File: config.mk
export PLATFORM = sky130hd
export DESIGN_NAME = prim_cmd_queue
export DESIGN_NICKNAME = d
export VERILOG_FILES = /design/src/rtl/prim_cmd_queue.sv
export SDC_FILE = /design/constraint.sdc
export NUM_CORES = 1
export LEC_CHECK = 0
export CAP_MARGIN = 25
export CORE_ASPECT_RATIO = 0.9
export CORE_MARGIN = 8
export CORE_UTILIZATION = 45
export DETAILED_ROUTE_END_ITERATION = 6
export SYNTH_ARGS = -nofsm -noshare
export SYNTH_HDL_FRONTEND = slang
export SYNTH_SLANG_ARGS = --single-unit
File: constraint.sdc
create_clock -name clk -period 2.9 [get_ports clk]
set_input_delay 0.29 -clock clk [delete_from_list [all_inputs] [get_ports clk]]
set_output_delay 0.29 -clock clk [all_outputs]
set_load 0.1 [all_outputs]
File: src/rtl/prim_cmd_queue.sv
// prim_cmd_queue: circular command buffer and dispatcher feeding the primitive renderer.
// Optional PRIM_CMDQ_STATS_EN adds exec_count_o, a wrapping count of dispatched execute words.
module prim_cmd_queue #(
  parameter int DEPTH        = 16,
  parameter int GUARD_CYCLES = 3
) (
  input  logic                     clk,
  input  logic                     reset_n_i,
  input  logic                     wr_i,
  input  logic [15:0]              data_i,
  input  logic                     flush_i,
  input  logic                     rndr_busy_i,
  output logic [15:0]              cmd_o,
  output logic                     cmd_valid_o,
  output logic                     full_o,
  output logic                     empty_o,
  output logic [$clog2(DEPTH):0]   level_o,
  output logic                     overflow_o,
`ifdef PRIM_CMDQ_STATS_EN
  output logic [15:0]              exec_count_o,
`endif
  output logic                     busy_o
);

  localparam int AW = $clog2(DEPTH);
  localparam int CW = AW + 1;
  localparam int GW = $clog2(GUARD_CYCLES + 1);
  localparam logic [3:0] PR_EXECUTE = 4'hF;

  typedef enum logic [1:0] {
    IDLE      = 2'd0,
    GUARD     = 2'd1,
    WAIT_BUSY = 2'd2
  } state_e;

  state_e          state_q, state_d;
  logic [GW-1:0]   guard_q, guard_d;
  logic [AW-1:0]   wptr_q, wptr_d, rptr_q, rptr_d;
  logic [CW-1:0]   count_q, count_d;
  logic            overflow_q, overflow_d;
  logic [15:0]     cmd_q, cmd_d;
  logic            cmd_valid_q, cmd_valid_d;
  logic [15:0]     mem_q [DEPTH];
  logic [15:0]     head;
  logic            full, empty, push, pop;

  assign full  = (count_q == CW'(DEPTH));
  assign empty = (count_q == '0);
  assign head  = mem_q[rptr_q];

  // Flush wins over both the host write and a dispatch in the same cycle.
  assign push = wr_i && !full && !flush_i;
  assign pop  = (state_q == IDLE) && !empty && !rndr_busy_i && !flush_i;

  always_comb begin
    state_d     = state_q;
    guard_d     = guard_q;
    cmd_d       = cmd_q;
    cmd_valid_d = 1'b0;
    unique case (state_q)
      IDLE: begin
        if (pop) begin
          cmd_d       = head;
          cmd_valid_d = 1'b1;
          if (head[15:12] == PR_EXECUTE) begin
            guard_d = GW'(GUARD_CYCLES - 1);
            state_d = (GUARD_CYCLES == 1) ? WAIT_BUSY : GUARD;
          end
        end
      end
      // Renderer busy is not yet trustworthy here; just count down the start latency.
      GUARD: begin
        guard_d = guard_q - GW'(1);
        if (guard_q <= GW'(1)) begin
          state_d = WAIT_BUSY;
        end
      end
      WAIT_BUSY: begin
        if (!rndr_busy_i) begin
          state_d = IDLE;
        end
      end
      default: state_d = IDLE;
    endcase
    if (flush_i) begin
      state_d = IDLE;
      guard_d = '0;
    end
  end

  always_comb begin
    wptr_d     = wptr_q;
    rptr_d     = rptr_q;
    count_d    = count_q;
    overflow_d = overflow_q;
    if (flush_i) begin
      wptr_d     = '0;
      rptr_d     = '0;
      count_d    = '0;
      overflow_d = 1'b0;
    end else begin
      if (push) wptr_d = wptr_q + AW'(1);
      if (pop)  rptr_d = rptr_q + AW'(1);
      if (push && !pop)      count_d = count_q + CW'(1);
      else if (pop && !push) count_d = count_q - CW'(1);
      if (wr_i && full) overflow_d = 1'b1;
    end
  end

  always_ff @(posedge clk or negedge reset_n_i) begin
    if (!reset_n_i) begin
      state_q     <= IDLE;
      guard_q     <= '0;
      wptr_q      <= '0;
      rptr_q      <= '0;
      count_q     <= '0;
      overflow_q  <= 1'b0;
      cmd_q       <= '0;
      cmd_valid_q <= 1'b0;
    end else begin
      state_q     <= state_d;
      guard_q     <= guard_d;
      wptr_q      <= wptr_d;
      rptr_q      <= rptr_d;
      count_q     <= count_d;
      overflow_q  <= overflow_d;
      cmd_q       <= cmd_d;
      cmd_valid_q <= cmd_valid_d;
    end
  end

  // Storage needs no reset; the pointers and count define which entries are live.
  always_ff @(posedge clk) begin
    if (push) begin
      mem_q[wptr_q] <= data_i;
    end
  end

`ifdef PRIM_CMDQ_STATS_EN
  logic [15:0] exec_count_q, exec_count_d;

  always_comb begin
    exec_count_d = exec_count_q;
    if (flush_i) begin
      exec_count_d = '0;
    end else if (pop && (head[15:12] == PR_EXECUTE)) begin
      exec_count_d = exec_count_q + 16'd1;
    end
  end

  always_ff @(posedge clk or negedge reset_n_i) begin
    if (!reset_n_i) begin
      exec_count_q <= '0;
    end else begin
      exec_count_q <= exec_count_d;
    end
  end

  assign exec_count_o = exec_count_q;
`endif

  assign cmd_o       = cmd_q;
  assign cmd_valid_o = cmd_valid_q;
  assign full_o      = full;
  assign empty_o     = empty;
  assign level_o     = count_q;
  assign overflow_o  = overflow_q;
  assign busy_o      = !empty || (state_q != IDLE) || rndr_busy_i;

endmodule

==> results of run 1 <==
-- worst max-delay path by stage --
stage | start | to | slack, ns | cells past startpoint
after detailed placement | level_o[1] | level_o[4] | 0.16 | 9
after CTS | level_o[1] | level_o[4] | 0.14 | 9
after global routing | level_o[1] | level_o[4] | 0.03 | 9
after global placement | level_o[1] | level_o[4] | 0.19 | 9
final | level_o[1] | level_o[4] | 0.14 | 9
after floorplan | level_o[1] | busy_o | -0.07 | 3
-- per-layer routing --
layer	up-vias	global-route usage [%]
met5	-	0
met4	0	3.86
met3	36	2.14
met2	131	25.2
met1	2959	22.0
li1	2537	-
-- what timing repair did --
action | CTS | global route
endpoints found under the hold margin | 35 | 0
resized for setup | 0 | 0
hold buffers | 1 | 0
-- power breakdown --
| group | total [mW] | internal (mW) | leakage (nW) | switching (mW) |
|---|---|---|---|---|
| Clock | 3.70 | 2.20 | 0.463 | 1.50 |
| Combinational | 3.35 | 1.17 | 1.48 | 2.18 |
| Sequential | 5.04 | 4.79 | 2.75 | 0.241 |
-- metrics by stage --
stage,hold slack (ns),setup TNS (ns)
5_1_grt,0.419,0
6_report,0.401,0
2_1_floorplan,-0.00559,-0.0871
4_1_cts,0.389,0
3_3_place_gp,0.441,0
3_5_place_dp,0.464,0
-- flip-flops by register name, summed over array words and instances (netlist names) --
register / count
mem_q: 256
cmd_o: 16
level_o: 5
rptr_q: 4
wptr_q: 4
guard_q: 2
state_q: 2
cmd_valid_o: 1
overflow_o: 1
-- critical path, delay by kind of cell (launching register included) --
family          cells  cell delay, ns
mux                 1            0.24
fa+ha+maj           1            0.43
xor+xnor            1            0.15
compound gates      3            0.53
flops               1            0.51
simple gates        3            0.79
-- cells in the final DEF, fill, tap and decap left out, types with 3 or more instances in the layout --
| cell type | Yosys | routed |
|---|---|---|
| a21oi_1 | 5 | 5 |
| a22oi_1 | 3 | 3 |
| and3_1 | 3 | 3 |
| buf_4 | 0 | 68 |
| clkbuf_1 | 9 | 9 |
| clkbuf_16 | 0 | 31 |
| clkbuf_8 | 0 | 3 |
| clkdlybuf4s50_1 | 0 | 19 |
| clkinv_1 | 0 | 8 |
| dfrtp_1 | 35 | 29 |
| dfrtp_2 | 0 | 3 |
| dfrtp_4 | 0 | 3 |
| edfxtp_1 | 256 | 256 |
| ha_1 | 10 | 10 |
| inv_1 | 7 | 7 |
| mux2_2 | 4 | 4 |
| mux2i_1 | 4 | 4 |
| mux4_1 | 52 | 52 |
| mux4_2 | 22 | 22 |
| nand2_1 | 56 | 55 |
| nand2b_1 | 3 | 3 |
| nand3_1 | 8 | 7 |
| nor2_1 | 42 | 25 |
| nor2_2 | 0 | 17 |
| nor3_1 | 3 | 3 |
| o21ai_0 | 6 | 6 |
| xnor2_1 | 7 | 7 |
| xor2_1 | 3 | 3 |
-- layout make-up --
type / count / area share (%)
inverter: 7 / 0.192
multi-input combinational: 252 / 21.4
clock inverter: 13 / 0.787
timing repair buffer: 91 / 5.53
clock buffer: 43 / 6.22
sequential: 291 / 62.7
tap: 348 / 3.18
-- kinds of logic after synthesis --
family	count (synthesis)	share of synthesized area (%)
AND/OR/NAND/NOR	124	4.45
multiplexers	82	16.7
buffers and inverters	32	1.81
adder cells (fa/ha/maj)	11	1.25
XOR/XNOR	10	0.753
AO/OA/AOI/OAI	25	1.42
flip-flops	291	73.6
==> reports/summary.txt, run 1 <==
Final WS setup - 0.136 ns
Global Route Usage Sum - 15.5%
1st-iter DRT viols - 395
Yosys reg bits - 291
Primary FF master, synth - edfxtp_1
Max Cap Viol - 0
Starting Density - 45.3%
Skew-Pair Late Insertion Delay - 0.54 ns
Root Driver - clkbuf_16
Initial antenna violation count - 0
Top Ports - 47
Synth top area share - 66.1%
Overflow after GRT - 0
# rows - 56
RSZ-0062 raised after global routing - no
Count leader, synth - edfxtp_1
Leakage - 4.70 nW
Routed vias/inst - 5.42
Slowest stage cell, crit path - or4_4
Hold depth - 3
Die Footprint - 0.0313 mm²
CP Data Required Time - 3.32 ns
Crit-path cells - or4_4 -> o21ai_4 -> nand3_2 -> fa_1 -> a21o_1 -> a21oi_1 -> mux2i_1 -> xnor2_1 -> nor2_1
Rel. slew slack - 40.8%
Vias in the first global route - 5,968
Final net count - 705
Reg area - 0.00858 mm²
First-pass DRT Iterations - 4
Final Non-Filler Cells - 1,045
Die H - 169 µm
Final Power - 12.1 mW
Mean Syn Cell Area - 20.2 µm²
Count of different cell masters after synthesis - 43
Final period utilization - 95.3%
Cell Area, Placed - 0.0127 mm²
Fill count - 2,010
Area leader, netlist - edfxtp_1
EDFF count, synth - 256
DR top layer - met4
Dpl ws - 0.163 ns
WL met3 - 1070 µm
DRT met1 WL - 11,200 µm
Post-layout util - 53.2%
Die outline width - 186 µm
Pwr Density - 883 mW/mm²
Antenna Nets Post-Route - 0
IO Port Bufs - 46
DR vias - 5,663
Setup repair bufs after CTS - 0
CTS clk-pin slew, worst paths - 0.06 ns
Area of the multi-input gates - 0.00292 mm²
Layout area overhead - 17.5%
Worst hold path endpoint - overflow_o
Max Freq - 362 MHz
Fin. max-slew vios - 0
Worst-Margin Slew - 0.889 ns
Share of cells above drive strength 1 - 23.5%
Largest net degree at the start of global routing - 36
Post-synth top cells - edfxtp_1, nand2_1, mux4_1
Max incr delay on CP - 0.58 ns
FF-to-FF path depth - 9
Crit path DAT - 3.19 ns
Final instance area - 0.0137 mm²
Crit. End Element - flop
Critical path class - flop to flop
Yosys warning total - 0
DP HPWL - 15,500 µm
First-pass GRT wire length - 36,500 µm
Num CTS Buffers - 30
Hold Fails Final Rpt - 0
# diodes - 0
Met2 wire len - 11,500 µm
IR drop worst, VDD - 0.384 mV
Hold Crit Class - primary input to flop
Status - finished, final reports clean
Endpoints failing setup - 0
FF-to-FF setup slack - 0.14 ns
Syn nets - 607
Mapped Cells - 575
Reg2reg end - level_o[4]
Tmin final - 2.76 ns
Synth area leaders - edfxtp_1, mux4_1, dfrtp_1
Skew final - 0.00837 ns
GPL Wtd Cong - 0.823
H-tree depth - 1
Max Fanout on Critical Path - 6
Dpl cells - 988
Seq/Total Area, Yosys - 73.6%
Clk buf depth - 3
Post-Route WL - 24,300 µm
Async S/R FF share, synth - 12.0%
Routed len/inst - 23.2 µm
Post-route DRC - 0
Core area - 0.0257 mm²
Syn Std Cell Area - 0.0116 mm²
CTS tree - built
Clock sink count - 291
Crit start category - flop
Hold Crit Start - wr_i
RR Startpoint - level_o[1]
(Power assumes the default switching activity.)
==> inputs of run 2 (changes only) <==
--- a/config.mk
+++ b/config.mk
@@ -10,4 +10,6 @@
 export CORE_MARGIN = 8
-export CORE_UTILIZATION = 45
+export CORE_UTILIZATION = 50
 export DETAILED_ROUTE_END_ITERATION = 6
+export MAX_ROUTING_LAYER = met4
+export PLACE_DENSITY = 0.7
 export SYNTH_ARGS = -nofsm -noshare
==> constraint.sdc (replaced) <==
create_clock -name clk -period 2.9 [get_ports clk]
set_input_delay 0.87 -clock clk [delete_from_list [all_inputs] [get_ports clk]]
set_output_delay 0.87 -clock clk [all_outputs]
set_load 0.1 [all_outputs]
==> reports/summary.txt, run 2 (synthesis gave the netlist of run 1 again) <==
Status - finished, final reports clean
GPL Wtd Cong - 0.789
Hold Crit Class - primary input to async pin
Vias in the first global route - 6,178
Final instance area - 0.0138 mm²
Starting Density - 50.4%
Antenna Nets Post-Route - 0
Tmin final - 2.87 ns
Layout area overhead - 18.7%
Crit. End Element - output port
IO Port Bufs - 46
CP Data Required Time - 2.03 ns
Routed vias/inst - 5.73
Cell Area, Placed - 0.0128 mm²
DP HPWL - 15,100 µm
Global Route Usage Sum - 17.3%
Die H - 161 µm
Final Power - 12.2 mW
Die Footprint - 0.0284 mm²
# diodes - 0
DR vias - 5,762
Post-layout util - 59.9%
Post-CTS resize count - 0
RR Startpoint - level_o[1]
IR drop worst, VDD - 1.25 mV
Commonest non-fill, non-tap cell in the layout - edfxtp_1
Fin. max-slew vios - 0
CTS tree - built
Initial antenna violation count - 0
1st-iter DRT viols - 491
Root Driver - clkbuf_16
Die outline width - 177 µm
# rows - 53
Overflow after GRT - 0
Skew final - 0.0148 ns
Final period utilization - 98.9%
Rel. slew slack - 39.8%
Endpoints failing setup - 0
Core area - 0.0231 mm²
Final Non-Filler Cells - 1,006
Crit start category - flop
CTS clk-pin slew, worst paths - 0.06 ns
First-pass GRT wire length - 36,500 µm
Routed len/inst - 23.6 µm
Clk buf depth - 3
Max Cap Viol - 0
Post-Route WL - 23,700 µm
Max Fanout on Critical Path - 6
H-tree depth - 1
First-pass DRT Iterations - 5
Crit path DAT - 2.00 ns
Max reg flops - 256
Top Ports - 47
Critical path class - flop to output port
Reg with most FFs - mem_q
Largest net degree at the start of global routing - 36
FF-to-FF setup slack - 0.14 ns
Post-route DRC - 0
RSZ-0062 raised after global routing - yes
Final net count - 714
Num CTS Buffers - 29
Commonest cells after routing, fill and taps aside - edfxtp_1, buf_4, nand2_1, mux4_1, nor2_1
Leakage - 4.81 nW
Dpl cells - 951
Max Freq - 349 MHz
Worst-Margin Slew - 0.903 ns
Clock sink count - 291
Share of cells above drive strength 1 - 24.4%
Pwr Density - 887 mW/mm²
Hold Fails Final Rpt - 0
CP startpoint - level_o[1]
Skew-Pair Late Insertion Delay - 0.53 ns
==> run 2: cell types whose count changed in the layout (fill, tap and decap cells not counted), sizes merged <==
cell and delta:
clkinv -1, clkbuf -3, inv +1, dlygate4sd3 -1, clkinvlp -1, bufinv +1, buf +11
==> run 2: path summary, 6_finish.rpt <==
path | endpoint | cells after the start
max | busy_o | 4
min | level_o[1] | 1
max reg2reg | level_o[4] | 10
max in group asynchronous | rptr_q[0] | 1
min reg2reg | cmd_o[0] | 2
min in group clk | cmd_o[0] | 2
==> run 2: report_power, final <==
part | internal (mW) | total [mW] | switching (mW)
clock | 2.25 | 3.74 | 1.48
sequential | 4.79 | 5.03 | 0.242
combinational | 1.30 | 3.48 | 2.18
==> run 2: what timing repair did <==
item	4_1_cts	5_1_grt
setup buffers	2	0
pin swaps	2	0
setup endpoints to repair	2	1
cloned	0	0
hold buffers	0	0
==> run 2: area by class of cell <==
cell class              count  area, µm²
clock buffers              40        828
fillers                  1636       9260
well taps                 302        378
flip-flops and latches    291       8580
repair buffers            101        941
clock inverters            13        139
inverters                   7       26.3
multi-input cells         252       2920
==> run 2: critical path, stage by stage (launching register included) <==
cell     delay (ns)
dfrtp_4        0.51
or4_4          0.52
nor2_4         0.20
nand2_8        0.07
buf_12         0.16
==> run 2: per-stage QoR <==
step           hold slack (ns)  TNS (ns)  setup WS (ns)
2_1_floorplan            0.473   -0.0317        -0.0317
3_3_place_gp             0.461    -0.169         -0.133
3_5_place_dp             0.464     -2.65         -0.271
4_1_cts                  0.482         0        0.00631
5_1_grt                  0.508   -0.0194        -0.0194
6_report                 0.474         0         0.0327
==> run 2: routing by layer <==
layer,vias up,global-route usage (%),wire [µm]
li1,2551,-,-
met5,-,-,0
met3,31,2.82,1500
met4,0,4.54,395
met2,189,27.7,11700
met1,2991,23.0,10100
